### src/rtl/if_fetch_queue.sv
// Instruction-fetch front end: one-outstanding variable-latency memory requests feeding
// a DEPTH-entry {pc, inst} prefetch queue that ID drains through a valid/ready handshake.
module if_fetch_queue #(
  parameter int                ADDR_W   = 32,
  parameter int                INST_W   = 32,
  parameter int                DEPTH    = 4,
  parameter logic [ADDR_W-1:0] RESET_PC = '0
) (
  input  logic              clk,
  input  logic              rst,
  output logic              rom_ce_o,
  output logic [ADDR_W-1:0] rom_addr_o,
  input  logic              rom_ack_i,
  input  logic [INST_W-1:0] rom_data_i,
  input  logic              branch_i,
  input  logic [ADDR_W-1:0] branch_addr_i,
  output logic              id_valid_o,
  output logic [ADDR_W-1:0] id_pc_o,
  output logic [INST_W-1:0] id_inst_o,
  input  logic              id_ready_i
);

  localparam int PTR_W = $clog2(DEPTH);
  localparam int CNT_W = PTR_W + 1;

  typedef enum logic [1:0] {
    IDLE = 2'd0,
    REQ  = 2'd1,
    DROP = 2'd2
  } state_t;

  state_t            state_r;
  logic [ADDR_W-1:0] next_pc_r;
  logic [ADDR_W-1:0] req_addr_r;
  logic [PTR_W-1:0]  rd_ptr_r;
  logic [PTR_W-1:0]  wr_ptr_r;
  logic [CNT_W-1:0]  count_r;
  logic [ADDR_W-1:0] pc_q_r   [DEPTH];
  logic [INST_W-1:0] inst_q_r [DEPTH];

  logic              push_s;
  logic              pop_s;
  logic [CNT_W-1:0]  count_next_s;
  logic              space_s;
  logic [ADDR_W-1:0] target_s;

  // Handshake decode; a redirect cancels both push and pop in its cycle.
  always_comb begin
    push_s       = (state_r == REQ) && rom_ack_i && !branch_i;
    pop_s        = (count_r != '0) && id_ready_i && !branch_i;
    count_next_s = count_r + CNT_W'(push_s) - CNT_W'(pop_s);
    space_s      = count_next_s < CNT_W'(DEPTH);
    target_s     = branch_addr_i & ~ADDR_W'(3);
  end

  // Queue storage, pointers and occupancy; a redirect flushes by aligning rd to wr.
  always_ff @(posedge clk) begin
    if (rst) begin
      rd_ptr_r <= '0;
      wr_ptr_r <= '0;
      count_r  <= '0;
      for (int i = 0; i < DEPTH; i++) begin
        pc_q_r[i]   <= '0;
        inst_q_r[i] <= '0;
      end
    end else if (branch_i) begin
      rd_ptr_r <= wr_ptr_r;
      count_r  <= '0;
    end else begin
      if (push_s) begin
        pc_q_r[wr_ptr_r]   <= req_addr_r;
        inst_q_r[wr_ptr_r] <= rom_data_i;
        wr_ptr_r           <= wr_ptr_r + PTR_W'(1);
      end
      if (pop_s) begin
        rd_ptr_r <= rd_ptr_r + PTR_W'(1);
      end
      count_r <= count_next_s;
    end
  end

  // Request sequencer; DROP waits out an abandoned request whose data must be discarded.
  always_ff @(posedge clk) begin
    if (rst) begin
      state_r    <= IDLE;
      next_pc_r  <= RESET_PC;
      req_addr_r <= RESET_PC;
    end else begin
      case (state_r)
        IDLE: begin
          if (branch_i) begin
            next_pc_r  <= target_s;
            req_addr_r <= target_s;
            state_r    <= REQ;
          end else if (space_s) begin
            req_addr_r <= next_pc_r;
            state_r    <= REQ;
          end
        end
        REQ: begin
          if (rom_ack_i) begin
            if (branch_i) begin
              next_pc_r  <= target_s;
              req_addr_r <= target_s;
            end else begin
              next_pc_r <= req_addr_r + ADDR_W'(4);
              if (space_s) begin
                req_addr_r <= req_addr_r + ADDR_W'(4);
              end else begin
                state_r <= IDLE;
              end
            end
          end else if (branch_i) begin
            // rom_addr_o must stay put until the pending request is acknowledged.
            next_pc_r <= target_s;
            state_r   <= DROP;
          end
        end
        DROP: begin
          if (branch_i) begin
            next_pc_r <= target_s;
          end
          if (rom_ack_i) begin
            req_addr_r <= branch_i ? target_s : next_pc_r;
            state_r    <= REQ;
          end
        end
        default: begin
          state_r <= IDLE;
        end
      endcase
    end
  end

  assign rom_ce_o   = (state_r != IDLE);
  assign rom_addr_o = req_addr_r;
  assign id_valid_o = (count_r != '0);
  assign id_pc_o    = pc_q_r[rd_ptr_r];
  assign id_inst_o  = inst_q_r[rd_ptr_r];

endmodule

### config.mk
export PLATFORM = sky130hd
export DESIGN_NAME = if_fetch_queue
export DESIGN_NICKNAME = d
export VERILOG_FILES = /design/src/rtl/if_fetch_queue.sv
export SDC_FILE = /design/constraint.sdc
export NUM_CORES = 1
export LEC_CHECK = 0
export CAP_MARGIN = 15
export CORE_UTILIZATION = 50
export DETAILED_ROUTE_END_ITERATION = 8
export GPL_ROUTABILITY_DRIVEN = 1
export PLACE_DENSITY = 0.83
export RECOVER_POWER = 25
export SLEW_MARGIN = 10
export SYNTH_ARGS = -nofsm -noshare
export SYNTH_HDL_FRONTEND = slang
export SYNTH_SLANG_ARGS = --single-unit
### constraint.sdc
create_clock -name clk -period 14.1 [get_ports clk]
set_input_delay 2.115 -clock clk [delete_from_list [all_inputs] [get_ports clk]]
set_output_delay 2.115 -clock clk [all_outputs]
set_load 0.01 [all_outputs]
== Yosys cells after proc, flatten, opt, wreduce, memory -nomap -nowiden ==
Memory sizes are Yosys's and may differ from the RTL's. A register that Yosys moved wholly into a read port is not among the register bits.
Cells that the tools add are included.

* Add/sub/neg operators: 5
* Magnitude comparators: 1
* Bitwise operators: 1
* Reductions and logical operators: 18
* Multiplexer cells: 37
* Eq/ne operators: 9

{| class="wikitable"
|+ Operators with widths
! cell !! number
|-
| two-way mux 32 bit || 11
|-
| case mux 32 bit (3 select lines) || 1
|-
| case mux 32 bit (2 select lines) || 1
|-
| OR reduction 32 bit || 2
|-
| adder 32 x 3 -> 32 bit (second input constant) || 1
|-
| two-way mux 2 bit || 15
|-
| != test 3 bit (second input constant) || 5
|-
| AND reduction 5 bit || 2
|-
| two-way mux 1 bit || 8
|-
| case mux 2 bit (3 select lines) || 1
|-
| nonzero test 2 bit || 3
|-
| nonzero test 3 bit || 2
|-
| adder 2 x 1 -> 2 bit (second input constant) || 2
|-
| logical AND 1 bit || 4
|-
| != test 2 bit (second input constant) || 2
|-
| OR reduction 2 bit || 2
|-
| adder 3 x 1 -> 3 bit || 1
|-
| less-than comparator 3 bit (second input constant) || 1
|-
| subtractor 3 x 1 -> 3 bit || 1
|-
| equality test 2 x 1 -> 1 bit (second input constant) || 1
|-
| equality test 2 bit (second input constant) || 1
|-
| logical NOT 2 bit || 1
|-
| AND reduction 2 bit || 1
|-
| logical NOT 1 bit || 1
|-
| inverter 1 bit || 1
|}

* Register bits: 73
* Bits in writable memories: 256
* Logic and storage cells: 79
* Memories kept: 2

{| class="wikitable"
|+ Memory list
! name !! words !! bits a word !! rd ports !! clocked after Yosys merged registers in !! wr ports !! RTL line !! source
|-
| inst_q_r || 4 || 32 || 1 || 1 || 4 || 39 || <nowiki>logic [INST_W-1:0] inst_q_r [DEPTH];</nowiki>
|-
| pc_q_r || 4 || 32 || 1 || 1 || 4 || 38 || <nowiki>logic [ADDR_W-1:0] pc_q_r [DEPTH];</nowiki>
|}

== Longest topological paths before layout ==
Gate-level depths: netlist of the first run.

* Depth after elaboration: 10
* Gate-level depth with buffers: 16
* Gate-level depth less buffers: 14

== Worst setup path after synthesis of the first run ==
No wires, ideal clock.

* Path kind: input port to flip-flop
* Start point: input branch_i
* End point: memory inst_q_r[1][0] (enable)
* Arrival: 5.867 ns
* Library setup time: 0.499 ns
* Cell stages on the path: 6
* Path buffers: 1
* Slack: 7.734 ns
* Path through: buf_2 > inv_1 > nand2_1 > nor2_2 > inv_2 > o21bai_1

{| class="wikitable"
|+ RTL lines
! what !! RTL line !! source
|-
| from (decl) || 15 || <nowiki>input logic branch_i,</nowiki>
|-
| to (decl) || 39 ||
|}

== Worst setup path after layout of the first run ==
* Start point: input branch_i
* End point: register req_addr_r[1], in the netlist rom_addr_o[1]

* Cells in the longest elaborated chain, start to end: 7
* Elaborated cells on any way between the ends: 15

{| class="wikitable"
|+ Ends and longest elaborated chain
! what !! RTL line !! source
|-
| logical NOT 1 bit || 49, 50 ||
|-
| logical AND 1 bit || 49 || <nowiki>push_s = (state_r == REQ) && rom_ack_i && !branch_i;</nowiki>
|-
| adder 3 x 1 -> 3 bit || 51 || <nowiki>count_next_s = count_r + CNT_W'(push_s) - CNT_W'(pop_s);</nowiki>
|-
| subtractor 3 x 1 -> 3 bit || 51 ||
|-
| less-than comparator 3 bit || 52 || <nowiki>space_s = count_next_s < CNT_W'(DEPTH);</nowiki>
|-
| != test 3 bit (no source line) || -- ||
|-
| AND reduction 5 bit (no source line) || -- ||
|-
| to (signal assigned) || 93 || <nowiki>req_addr_r <= target_s;</nowiki>
|-
| to (signal assigned) || 96 || <nowiki>req_addr_r <= next_pc_r;</nowiki>
|-
| to (signal assigned) || 104 || <nowiki>req_addr_r <= target_s;</nowiki>
|-
| to (decl) || 34 || <nowiki>logic [ADDR_W-1:0] req_addr_r;</nowiki>
|}

Several ways; a longest one is shown, not always the timed one. The select of a mux whose other input is x is not followed.
A chain may end at the register's enable or synchronous reset.

==> tab_implementation.tex, run 1 <==
\begin{tabular}{lr}
\hline
Metric & Value \\
\hline
\multicolumn{2}{l}{\textbf{Logic synthesis}} \\
\quad Synth Register Bits & 331 \\
\quad Seq/Total Area, Yosys & 60.5\% \\
\quad Share of synthesized registers carrying an async set or reset & 0\% \\
\quad Post-Synthesis Net Count & 1340 \\
\quad Yosys synthesis warning count & 0 \\
\quad Synth unique cells & 65 \\
\quad Post-synth EDFFs & 256 \\
\quad Synthesized area divided by synthesized cell count & 12.0 um\^{}2 \\
\quad Post-synthesis cell count & 1267 \\
\quad Syn Std Cell Area & 0.0152 mm\^{}2 \\
\quad Top flip-flop cell by instance count after synthesis & sky130\_fd\_sc\_hd\_\_edfxtp\_1 \\
\multicolumn{2}{l}{\textbf{STA}} \\
\quad Pin slew with the least headroom to its limit & 3.46 ns \\
\quad Post-Route Skew & 0.0235 ns \\
\quad Sum Neg Setup Slack & 0 ns \\
\quad RSZ-0062 raised after global routing & no \\
\quad Final Critical Period & 9.32 ns \\
\quad Worst slew margin & -131\% \\
\quad Fmax & 107 MHz \\
\quad Final-report max-slew violation count & 252 \\
\quad Setup ws final & 4.78 ns \\
\quad Hold slack final & 0.459 ns \\
\quad Count of endpoints failing hold in the final timing report & 0 \\
\quad Total of endpoints with negative setup slack in the final report & 0 \\
\quad Final critical-path share of the clock period & 66.1\% \\
\multicolumn{2}{l}{\textbf{Placement}} \\
\quad Cell area after placement & 0.0170 mm\^{}2 \\
\quad Post-place setup slack & 6.70 ns \\
\quad Placed wire-length estimate & 21.9 mm \\
\quad Count of buffers inserted at the top-level ports & 164 \\
\quad Routability-driven placement congestion ratio & 0.854 \\
\quad Number of placed cells counting well taps & 1738 \\
\multicolumn{2}{l}{\textbf{Floorplanning}} \\
\quad Core area & 0.0297 mm\^{}2 \\
\quad Die width & 176 um \\
\quad Starting utilization of the core area & 51.1\% \\
\quad Die Footprint & 0.0311 mm\^{}2 \\
\quad Std cell rows & 63 \\
\quad Die H & 176 um \\
\quad Top-Level Pins & 167 \\
\multicolumn{2}{l}{\textbf{Cells and area}} \\
\quad Post-synthesis to final-layout area growth & 19.7\% \\
\quad Final antenna diode count & 0 \\
\quad Fraction of the core area covered by cells at the end of the flow & 61.1\% \\
\quad Fill count & 2252 \\
\quad Nets & 1458 \\
\quad Most used cells in the layout excluding fill and tap cells & sky130\_fd\_sc\_hd\_\_edfxtp\_1 (256), sky130\_fd\_sc\_hd\_\_nor2\_1 (189), sky130\_fd\_sc\_hd\_\_nand2\_1 (124) \\
\quad Number of cells in the finished layout apart from fillers & 1800 \\
\quad Final design area excluding fillers & 0.0182 mm\^{}2 \\
\quad Ratio of cells with drive above 1 in the final layout & 10.4\% \\
\quad Commonest non-fill, non-tap cell in the layout & sky130\_fd\_sc\_hd\_\_edfxtp\_1 \\
\multicolumn{2}{l}{\textbf{Setup path}} \\
\quad Arrival time at the worst endpoint & 9.68 ns \\
\quad Biggest fanout along the worst timing path & 63 \\
\quad Series of cell instances along the critical path & buf\_2, clkbuf\_1, inv\_1, nand2\_1, nor2\_1, inv\_1, ha\_1, inv\_1, ha\_1, fa\_1, xnor2\_1, mux2\_2, o31ai\_2, buf\_4, nand2\_1, a32oi\_1, nor2\_1 \\
\quad Critical Path Slowest Stage Cell & sky130\_fd\_sc\_hd\_\_clkbuf\_1 \\
\quad WP data required & 14.46 ns \\
\quad Buffering stage count on the worst path with inverters included & 6 \\
\quad CP dominant cell by count & sky130\_fd\_sc\_hd\_\_inv\_1 \\
\quad Top Family by Delay on Critical Path & buffers and inverters \\
\quad Reg2Reg Setup Slack & 8.78 ns \\
\quad Crit path largest cell delay & 2.02 ns \\
\quad Crit. End Element & register \\
\quad Critical path type & in -> reg \\
\quad Critical Path Start Type & input port \\
\multicolumn{2}{l}{\textbf{Status}} \\
\quad Outcome & finished, violations left \\
\quad Failing checks & max-capacitance violations, max-slew violations \\
\multicolumn{2}{l}{\textbf{Power and ir drop}} \\
\quad Max VDD drop & 0.0721 mV \\
\quad Pwr Total & 2.31 mW \\
\quad LEAKAGE & 6.77 nW \\
\quad P per Cell Area & 127 mW/mm\^{}2 \\
\multicolumn{2}{l}{\textbf{Global route}} \\
\quad Initial antenna violation count & 0 \\
\quad Global-route wire length before repair & 57.5 mm \\
\quad Via count of the first global-routing pass & 10400 \\
\quad Global-route usage over all layers & 24.2\% \\
\quad Total gr overflow & 0 \\
\quad Pin count of the biggest net entering global routing & 80 \\
\multicolumn{2}{l}{\textbf{Detailed routing}} \\
\quad Routed via count divided by cell count & 5.93 \\
\quad Post-route ant nets & 0 \\
\quad Wirelength, routed & 37.6 mm \\
\quad Total iterations of the first detailed-routing run & 8 \\
\quad Post-route DRC & 0 \\
\quad Initial drt markers & 1275 \\
\quad Average wire per standard cell & 20.9 um \\
\quad Vias & 10700 \\
\multicolumn{2}{l}{\textbf{Clock tree}} \\
\quad TritonCTS Sinks & 331 \\
\quad CTS Hold Bufs & 0 \\
\quad Level count of the clock H-tree & 2 \\
\quad Clk Latency, worst-skew pair & 0.51 ns \\
\quad Root buffer cell & sky130\_fd\_sc\_hd\_\_clkbuf\_16 \\
\quad TritonCTS clock tree & built \\
\quad Worst-path clk slew & 0.06 ns \\
\quad Post-cts gate resize count & 0 \\
\quad Number of buffers added by the clock tree synthesis step & 35 \\
\quad Post-CTS setup repair buffer count & 0 \\
\quad Buffer levels on the longest clock path & 3 \\
\multicolumn{2}{l}{\textbf{Run}} \\
\quad Number of maximum-capacitance violations & 4 \\
\multicolumn{2}{l}{\textbf{Worst hold path}} \\
\quad Worst min-delay path category & reg -> reg \\
\hline
\end{tabular}
==> cell families (layout without fill, tap and decap cells) <==
| logic type | after synthesis | count (layout) | synth area share (%) |
|---|---|---|---|
| DFF | 331 | 331 | 60.5 |
| adders and majority gates | 4 | 4 | 0.379 |
| muxes | 69 | 69 | 9.86 |
| buffers and inverters | 172 | 315 | 4.48 |
| xor gates and xnor gates | 32 | 32 | 1.85 |
| and+or+nand+nor | 471 | 471 | 14.5 |
| AOI/OAI and AO/OA | 188 | 188 | 8.43 |
==> area by class of cell <==
cell class | instances | area, um^2 | area share (%)
clock buffers | 42 | 945 | 5.20
repair buffers | 175 | 1710 | 9.40
well taps | 390 | 488 | 2.69
flip-flops and latches | 331 | 9190 | 50.6
inverters | 78 | 293 | 1.61
clock inverters | 20 | 221 | 1.22
multi-input cells | 764 | 5320 | 29.3
==> worst paths after layout <==
path | start | to | cells past startpoint
worst max-delay path | branch_i | rom_addr_o[1] | 17
worst max register to register | state_r[0] | rom_addr_o[1] | 15
worst min register to register | next_pc_r[7] | next_pc_r[7] | 2
worst min-delay path | next_pc_r[7] | next_pc_r[7] | 2
==> per-layer routing <==
metal / track usage [%] / part of all wire [%]
met1: 32.3 / 40
met2: 40.9 / 49
met3: 3.85 / 8.0
met4: 6.96 / 2.3
met5: 0 / 0
==> sequential cells by signal, summed over array words and instances, names as in the netlist, named ones only <==
| register | flops |
|---|---|
| wr_ptr_r | 2 |
| count_r | 3 |
| rd_ptr_r | 2 |
| state_r | 2 |
| rom_addr_o | 32 |
| inst_q_r | 128 |
| next_pc_r | 32 |
| pc_q_r | 128 |
==> power by group <==
part / switching (mW) / internal (mW) / total, mW
Combinational: 0.120 / 0.103 / 0.224
Clock: 0.372 / 0.569 / 0.940
Sequential: 0.0441 / 1.10 / 1.14
==> cell usage after synthesis (all sizes together), types with 5 or more instances <==
library cell | number | share of area [%]
nor2 | 190 | 4.8
a222oi | 6 | 0.40
a211oi | 15 | 0.74
a31oi | 5 | 0.21
nor4 | 10 | 0.55
nand3 | 23 | 0.79
dfxtp | 75 | 9.9
nor3 | 14 | 0.53
o211ai | 14 | 0.69
and3 | 11 | 0.45
xnor2 | 21 | 1.2
nand2b | 14 | 0.58
nand2 | 124 | 3.1
edfxtp | 256 | 51
inv | 78 | 1.9
o31a | 5 | 0.29
o21ai | 30 | 0.99
mux4 | 64 | 9.5
o22ai | 10 | 0.41
a21oi | 43 | 1.4
clkbuf | 61 | 1.5
buf | 33 | 1.0
and2 | 63 | 2.6
nand4 | 7 | 0.43
xor2 | 11 | 0.63
a22oi | 18 | 0.89
==> worst min-delay path, stage by stage (launching register included) <==
cell and delay (ns):
sky130_fd_sc_hd__dfxtp_1 0.31, sky130_fd_sc_hd__nand2_1 0.05, sky130_fd_sc_hd__a21oi_1 0.05
Note: power is estimated with default switching activity, not from simulation.
==> run 2, diff against run 1 <==
PLACE_DENSITY = 0.86   (was 0.83)
clock period = 8.05 ns   (was 14.1 ns; I/O delays follow)
==> tab_implementation.tex, run 2 (synthesis gave the netlist of run 1 again) <==
\begin{tabular}{lr}
\hline
Metric & Value \\
\hline
\multicolumn{2}{l}{\textbf{Placement}} \\
\quad Count of buffers inserted at the top-level ports & 164 (unchanged) \\
\quad Placed wire-length estimate & 22.4 mm (+2.2\%) \\
\quad Cell area after placement & 0.0171 mm\^{}2 (about the same) \\
\quad Routability-driven placement congestion ratio & 0.873 (+2.2\%) \\
\quad Post-place setup slack & 2.06 ns (-4.64 ns) \\
\multicolumn{2}{l}{\textbf{Floorplanning}} \\
\quad Die H & 176 um (unchanged) \\
\quad Die Footprint & 0.0311 mm\^{}2 (unchanged) \\
\quad Starting utilization of the core area & 51.1\% (unchanged) \\
\quad Std cell rows & 63 (unchanged) \\
\quad Core area & 0.0297 mm\^{}2 (unchanged) \\
\quad Top-Level Pins & 167 (unchanged) \\
\quad Die width & 176 um (unchanged) \\
\multicolumn{2}{l}{\textbf{Clock tree}} \\
\quad TritonCTS clock tree & built \\
\quad TritonCTS Sinks & 331 (unchanged) \\
\quad CTS Hold Bufs & 0 (unchanged) \\
\quad Post-cts gate resize count & 0 (unchanged) \\
\quad Worst-path clk slew & 0.06 ns (about the same) \\
\quad Level count of the clock H-tree & 2 (unchanged) \\
\quad Buffer levels on the longest clock path & 3 (unchanged) \\
\quad Post-CTS setup repair buffer count & 0 (unchanged) \\
\quad Clk Latency, worst-skew pair & 0.52 ns (about the same) \\
\quad Number of buffers added by the clock tree synthesis step & 36 (+2.9\%) \\
\quad Root buffer cell & sky130\_fd\_sc\_hd\_\_clkbuf\_16 \\
\multicolumn{2}{l}{\textbf{STA}} \\
\quad Total of endpoints with negative setup slack in the final report & 0 (unchanged) \\
\quad Count of endpoints failing hold in the final timing report & 0 (unchanged) \\
\quad RSZ-0062 raised after global routing & no \\
\quad Fmax & 163 MHz \\
\quad Sum Neg Setup Slack & 0 ns (unchanged) \\
\quad Pin slew with the least headroom to its limit & 3.51 ns (+0.0444 ns) \\
\quad Final-report max-slew violation count & 174 (-31\%) \\
\quad Worst slew margin & -134\% (-3.0 points) \\
\quad Final critical-path share of the clock period & 76.1\% \\
\quad Post-Route Skew & 0.0164 ns (-0.00707 ns) \\
\quad Final Critical Period & 6.12 ns \\
\quad Setup ws final & 1.93 ns (-2.85 ns) \\
\quad Hold slack final & 0.452 ns (-0.00679 ns) \\
\multicolumn{2}{l}{\textbf{Worst hold path}} \\
\quad Worst min-delay path category & reg -> reg \\
\quad Startpoint of the worst hold path & next\_pc\_r[5] \\
\multicolumn{2}{l}{\textbf{Global route}} \\
\quad Via count of the first global-routing pass & 10500 (+0.56\%) \\
\quad Pin count of the biggest net entering global routing & 78 (-2.5\%) \\
\quad Global-route usage over all layers & 24.7\% (+0.52 points) \\
\quad Initial antenna violation count & 0 (unchanged) \\
\quad Total gr overflow & 0 (unchanged) \\
\quad Global-route wire length before repair & 58.6 mm (+1.9\%) \\
\multicolumn{2}{l}{\textbf{Setup path}} \\
\quad Series of cell instances along the critical path & clkbuf\_1, clkbuf\_1, o21bai\_1, buf\_4 \\
\quad WP data required & 8.20 ns (-6.26 ns) \\
\quad Worst setup path start & rst \\
\quad Crit. End Element & register \\
\quad Critical Path Start Type & input port \\
\quad Critical Path Slowest Stage Cell & sky130\_fd\_sc\_hd\_\_clkbuf\_1 \\
\quad Critical path type & in -> reg \\
\quad Arrival time at the worst endpoint & 6.27 ns (-3.41 ns) \\
\quad Biggest fanout along the worst timing path & 77 (+22\%) \\
\quad Crit path largest cell delay & 2.51 ns (+0.49 ns) \\
\quad CP dominant cell by count & sky130\_fd\_sc\_hd\_\_clkbuf\_1 \\
\quad Worst r2r src & state\_r[0] \\
\multicolumn{2}{l}{\textbf{Detailed routing}} \\
\quad Wirelength, routed & 37.9 mm (+0.87\%) \\
\quad Post-route ant nets & 0 (unchanged) \\
\quad Vias & 10800 (+1.7\%) \\
\quad Post-route DRC & 0 (unchanged) \\
\quad Total iterations of the first detailed-routing run & 6 (-2) \\
\quad Average wire per standard cell & 21.0 um (+0.64\%) \\
\quad Routed via count divided by cell count & 6.01 (+1.5\%) \\
\quad Initial drt markers & 1367 (+7.2\%) \\
\multicolumn{2}{l}{\textbf{Cells and area}} \\
\quad Ratio of cells with drive above 1 in the final layout & 10.5\% (+0.049 points) \\
\quad Most used cells in the layout excluding fill and tap cells & sky130\_fd\_sc\_hd\_\_edfxtp\_1 (256), sky130\_fd\_sc\_hd\_\_nor2\_1 (188), sky130\_fd\_sc\_hd\_\_nand2\_1 (124) \\
\quad Post-synthesis to final-layout area growth & 19.4\% \\
\quad Commonest non-fill, non-tap cell in the layout & sky130\_fd\_sc\_hd\_\_edfxtp\_1 \\
\quad Registers with the highest flip-flop counts & inst\_q\_r: 128 flops, pc\_q\_r: 128 flops \\
\quad Fill count & 2232 (-0.89\%) \\
\quad Final design area excluding fillers & 0.0181 mm\^{}2 (-0.24\%) \\
\quad Nets & 1460 (+0.14\%) \\
\multicolumn{2}{l}{\textbf{Status}} \\
\quad Failing checks & max-capacitance violations, max-slew violations \\
\quad Outcome & finished, violations left \\
\multicolumn{2}{l}{\textbf{Power and ir drop}} \\
\quad Pwr Total & 3.94 mW (+71\%) \\
\quad P per Cell Area & 217 mW/mm\^{}2 (+71\%) \\
\quad LEAKAGE & 6.76 nW (about the same) \\
\quad Max VDD drop & 0.122 mV (+70\%) \\
\multicolumn{2}{l}{\textbf{Run}} \\
\quad Number of maximum-capacitance violations & 3 (-1) \\
\hline
\end{tabular}
==> run 2: changes by cell type in the layout (fill, tap and decap cells not counted), sizes merged <==
cell,before,now
clkinv,12,15
buf,11,12
diode,0,1
clkdlybuf4s50,104,113
dlygate4sd3,58,49
clkbuf,44,47
bufinv,5,1
clkinvlp,3,0
inv,78,81
==> run 2: final timing paths <==
check / cells past startpoint / slack, ns / end
max: 4 / 1.93 / inst_q_r[1][14]
min: 2 / 0.45 / next_pc_r[5]
max reg2reg: 6 / 2.88 / inst_q_r[1][14]
min reg2reg: 2 / 0.45 / next_pc_r[5]
==> run 2: per-stage QoR <==
stage               std cells  util, %
finish                   1804     61.0
global route             1803     61.0
CTS                      1803     61.0
detailed placement       1739     57.4
global placement         1739     57.4
floorplan                1267        -
==> run 2: cell type report <==
class / count / area, um^2 / share of cell area, %
Antenna cell: 1 / 2.50 / 0.0138
Clock buffer: 45 / 966 / 5.33
Clock inverter: 19 / 121 / 0.670
Inverter: 78 / 293 / 1.62
Multi-Input combinational cell: 764 / 5340 / 29.5
Sequential cell: 331 / 9190 / 50.7
Tap cell: 390 / 488 / 2.69
Timing Repair Buffer: 176 / 1720 / 9.47
==> run 2: power by group <==
part	total (mW)	switching [mW]	internal, mW	leakage [nW]
registers	2.00	0.0761	1.92	3.26
logic	0.397	0.214	0.183	2.96
clock network	1.54	0.658	0.884	0.536
total	3.94	0.948	2.99	6.76
==> run 2: routing by layer <==
metal	vias up	routed length, um	GRT usage (%)
li1	4811	-	-
met1	5352	14700	32.5
met2	610	18900	42.0
met3	74	3520	4.54
met4	0	812	6.81
met5	-	0	0
==> run 2: worst max-delay path, delay by kind of cell <==
kind / cells / cell delay [ns]
buffers and inverters: 3 / 3.54
AOI/OAI and AO/OA: 1 / 1.47
==> run 3, diff against run 2 <==
PLACE_DENSITY = 0.83   (was 0.86)
clock period = 6.35 ns   (was 8.05 ns; I/O delays follow)
==> tab_implementation.tex, run 3 (synthesis gave the netlist of run 1 again) <==
\begin{tabular}{lr}
\hline
Metric & Value \\
\hline
\multicolumn{2}{l}{\textbf{STA}} \\
\quad Final critical-path share of the clock period & 85.3\% \\
\quad Count of endpoints failing hold in the final timing report & 0 (unchanged) \\
\quad Total of endpoints with negative setup slack in the final report & 0 (unchanged) \\
\quad Fmax & 185 MHz \\
\quad Final Critical Period & 5.41 ns \\
\quad Final-report max-slew violation count & 190 (+9.2\%) \\
\quad Post-Route Skew & 0.0222 ns (+0.00576 ns) \\
\quad Pin slew with the least headroom to its limit & 2.06 ns (-1.45 ns) \\
\quad Worst slew margin & -37.2\% (+97 points) \\
\quad Setup ws final & 0.936 ns (-0.990 ns) \\
\quad Sum Neg Setup Slack & 0 ns (unchanged) \\
\quad RSZ-0062 raised after global routing & no \\
\multicolumn{2}{l}{\textbf{Cells and area}} \\
\quad Ratio of cells with drive above 1 in the final layout & 10.6\% (+0.13 points) \\
\quad Commonest non-fill, non-tap cell in the layout & sky130\_fd\_sc\_hd\_\_edfxtp\_1 \\
\quad Registers with the highest flip-flop counts & inst\_q\_r: 128 flops, pc\_q\_r: 128 flops \\
\quad Most used cells in the layout excluding fill and tap cells & sky130\_fd\_sc\_hd\_\_edfxtp\_1 (256), sky130\_fd\_sc\_hd\_\_nor2\_1 (188), sky130\_fd\_sc\_hd\_\_clkdlybuf4s50\_1 (127) \\
\quad Nets & 1461 (+0.068\%) \\
\quad Fraction of the core area covered by cells at the end of the flow & 61.3\% (+0.34 points) \\
\quad Fill count & 2303 (+3.2\%) \\
\quad Post-synthesis to final-layout area growth & 20.0\% \\
\multicolumn{2}{l}{\textbf{Placement}} \\
\quad Count of buffers inserted at the top-level ports & 164 (unchanged) \\
\quad Routability-driven placement congestion ratio & 0.849 (-2.8\%) \\
\quad Placed wire-length estimate & 22.4 mm (about the same) \\
\quad Post-place setup slack & 0.809 ns (-1.25 ns) \\
\multicolumn{2}{l}{\textbf{Detailed routing}} \\
\quad Post-route ant nets & 0 (unchanged) \\
\quad Routed via count divided by cell count & 5.98 (-0.50\%) \\
\quad Post-route DRC & 0 (unchanged) \\
\quad Vias & 10800 (-0.39\%) \\
\quad Total iterations of the first detailed-routing run & 6 (unchanged) \\
\quad Wirelength, routed & 38.0 mm (+0.24\%) \\
\quad Average wire per standard cell & 21.0 um (+0.13\%) \\
\quad Initial drt markers & 1186 (-13\%) \\
\multicolumn{2}{l}{\textbf{Power and ir drop}} \\
\quad Net switching power figure & 1.20 mW (+27\%) \\
\quad LEAKAGE & 6.77 nW (+0.19\%) \\
\quad Share of total power consumed by net switching & 23.4\% (-0.69 points) \\
\quad Internal power summed over all cells & 3.94 mW (+32\%) \\
\quad Sequential share of power & 49.4\% (-1.4 points) \\
\quad Clk pwr share & 40.8\% (+1.6 points) \\
\quad Combinational cell fraction of total power & 9.8\% (-0.3 points) \\
\quad Max VDD drop & 0.176 mV (+43\%) \\
\quad P per Cell Area & 282 mW/mm\^{}2 (+30\%) \\
\multicolumn{2}{l}{\textbf{Setup path}} \\
\quad Crit. End Element & register \\
\quad Critical Path Start Type & input port \\
\quad Biggest fanout along the worst timing path & 64 (-17\%) \\
\quad Series of cell instances along the critical path & clkbuf\_1, clkbuf\_1, a31o\_2 \\
\quad Critical path type & in -> reg \\
\quad Crit path largest cell delay & 1.62 ns (-0.89 ns) \\
\quad CP dominant cell by count & sky130\_fd\_sc\_hd\_\_clkbuf\_1 \\
\quad WP data required & 6.44 ns (-1.76 ns) \\
\quad Buffering stage count on the worst path with inverters included & 2 (-1) \\
\quad Top Family by Delay on Critical Path & buffers and inverters \\
\quad Arrival time at the worst endpoint & 5.50 ns (-0.77 ns) \\
\quad Critical Path Slowest Stage Cell & sky130\_fd\_sc\_hd\_\_a31o\_2 \\
\quad Worst setup path start & rst \\
\quad Worst r2r src & state\_r[0] \\
\multicolumn{2}{l}{\textbf{Clock tree}} \\
\quad Worst-path clk slew & 0.06 ns (about the same) \\
\quad Root buffer cell & sky130\_fd\_sc\_hd\_\_clkbuf\_16 \\
\quad Post-CTS setup repair buffer count & 0 (unchanged) \\
\quad Number of buffers added by the clock tree synthesis step & 35 (-2.8\%) \\
\quad TritonCTS clock tree & built \\
\quad Level count of the clock H-tree & 2 (unchanged) \\
\quad Post-cts gate resize count & 0 (unchanged) \\
\quad TritonCTS Sinks & 331 (unchanged) \\
\quad Buffer levels on the longest clock path & 3 (unchanged) \\
\quad CTS Hold Bufs & 0 (unchanged) \\
\quad Clk Latency, worst-skew pair & 0.53 ns (about the same) \\
\multicolumn{2}{l}{\textbf{Floorplanning}} \\
\quad Std cell rows & 63 (unchanged) \\
\quad Die Footprint & 0.0311 mm\^{}2 (unchanged) \\
\quad Die H & 176 um (unchanged) \\
\quad Die width & 176 um (unchanged) \\
\quad Top-Level Pins & 167 (unchanged) \\
\quad Starting utilization of the core area & 51.1\% (unchanged) \\
\quad Core area & 0.0297 mm\^{}2 (unchanged) \\
\multicolumn{2}{l}{\textbf{Status}} \\
\quad Outcome & finished, violations left \\
\quad Failing checks & max-capacitance violations, max-slew violations \\
\multicolumn{2}{l}{\textbf{Global route}} \\
\quad Pin count of the biggest net entering global routing & 66 (-15\%) \\
\quad Total gr overflow & 0 (unchanged) \\
\quad Via count of the first global-routing pass & 10600 (+1.1\%) \\
\quad Global-route wire length before repair & 58.8 mm (+0.31\%) \\
\quad Global-route usage over all layers & 24.8\% (+0.086 points) \\
\quad Initial antenna violation count & 1 (+1) \\
\multicolumn{2}{l}{\textbf{Run}} \\
\quad Number of maximum-capacitance violations & 5 (+2) \\
\multicolumn{2}{l}{\textbf{Worst hold path}} \\
\quad Startpoint of the worst hold path & next\_pc\_r[4] \\
\quad Worst min-delay path category & reg -> reg \\
\hline
\end{tabular}
[run 3: changes by cell type in the layout (fill, tap and decap cells not counted), sizes merged]
cell,delta
bufinv,+4
clkdlybuf4s50,+14
inv,-2
clkinv,-4
clkbuf,+3
buf,+1
dlygate4sd3,-14
[run 3: path summary, 6_finish.rpt]
path | endpoint | slack, ns | depth (start not counted)
max | pc_q_r[3][29] | 0.94 | 3
min | next_pc_r[4] | 0.45 | 2
max reg2reg | rom_addr_o[16] | 1.76 | 14
min reg2reg | next_pc_r[4] | 0.45 | 2
[run 3: worst register-to-register path: cells and delay by family (launching register included)]
| kind | cells | cell delay, ns |
|---|---|---|
| AO/OA/AOI/OAI | 3 | 1.15 |
| flip-flops | 1 | 0.52 |
| AND/OR/NAND/NOR | 4 | 1.07 |
| XOR/XNOR | 1 | 0.25 |
| multiplexers | 1 | 0.42 |
| buffers and inverters | 2 | 0.15 |
| adder cells (fa/ha/maj) | 3 | 0.86 |
[run 3: per-layer routing]
| layer | vias to the layer above | part of all wire, % | wire length, um | GRT usage [%] |
|---|---|---|---|---|
| li1 | 4820 | - | - | - |
| met1 | 5298 | 39 | 14800 | 32.6 |
| met2 | 598 | 49 | 18700 | 42.0 |
| met3 | 89 | 9.5 | 3600 | 4.69 |
| met4 | 0 | 2.2 | 846 | 6.92 |
| met5 | - | 0 | 0 | 0 |
[run 3: final cells by class]
cell class              instances  area (um^2)  area share [%]
clock buffers                  47          952            5.23
well taps                     390          488            2.68
repair buffers                178         1770            9.69
inverters                      78          293            1.61
diodes                          1         2.50          0.0137
flip-flops and latches        331         9200            50.5
multi-input cells             764         5300            29.1
clock inverters                17          223            1.22
[run 3: power by group through the flow]
stage | logic, mW | clock network [mW] | registers (mW)
after global routing | 0.541 | 2.20 | 2.55
after global placement | 0.500 | 0 | 2.57
final | 0.505 | 2.10 | 2.54
after detailed placement | 0.509 | 0 | 2.58
after floorplan | 0.300 | 0 | 2.53
after CTS | 0.514 | 2.12 | 2.54
[run 3: per-stage QoR]
step | std cells | cell area (um^2) | hold slack [ns] | total power, mW
2_1_floorplan | 1267 | 15200 | 0.429 | 2.83
3_3_place_gp | 1741 | 17100 | 0.437 | 3.07
3_5_place_dp | 1741 | 17100 | 0.440 | 3.09
4_1_cts | 1805 | 18300 | 0.448 | 5.17
5_1_grt | 1806 | 18200 | 0.493 | 5.29
6_report | 1806 | 18200 | 0.450 | 5.14
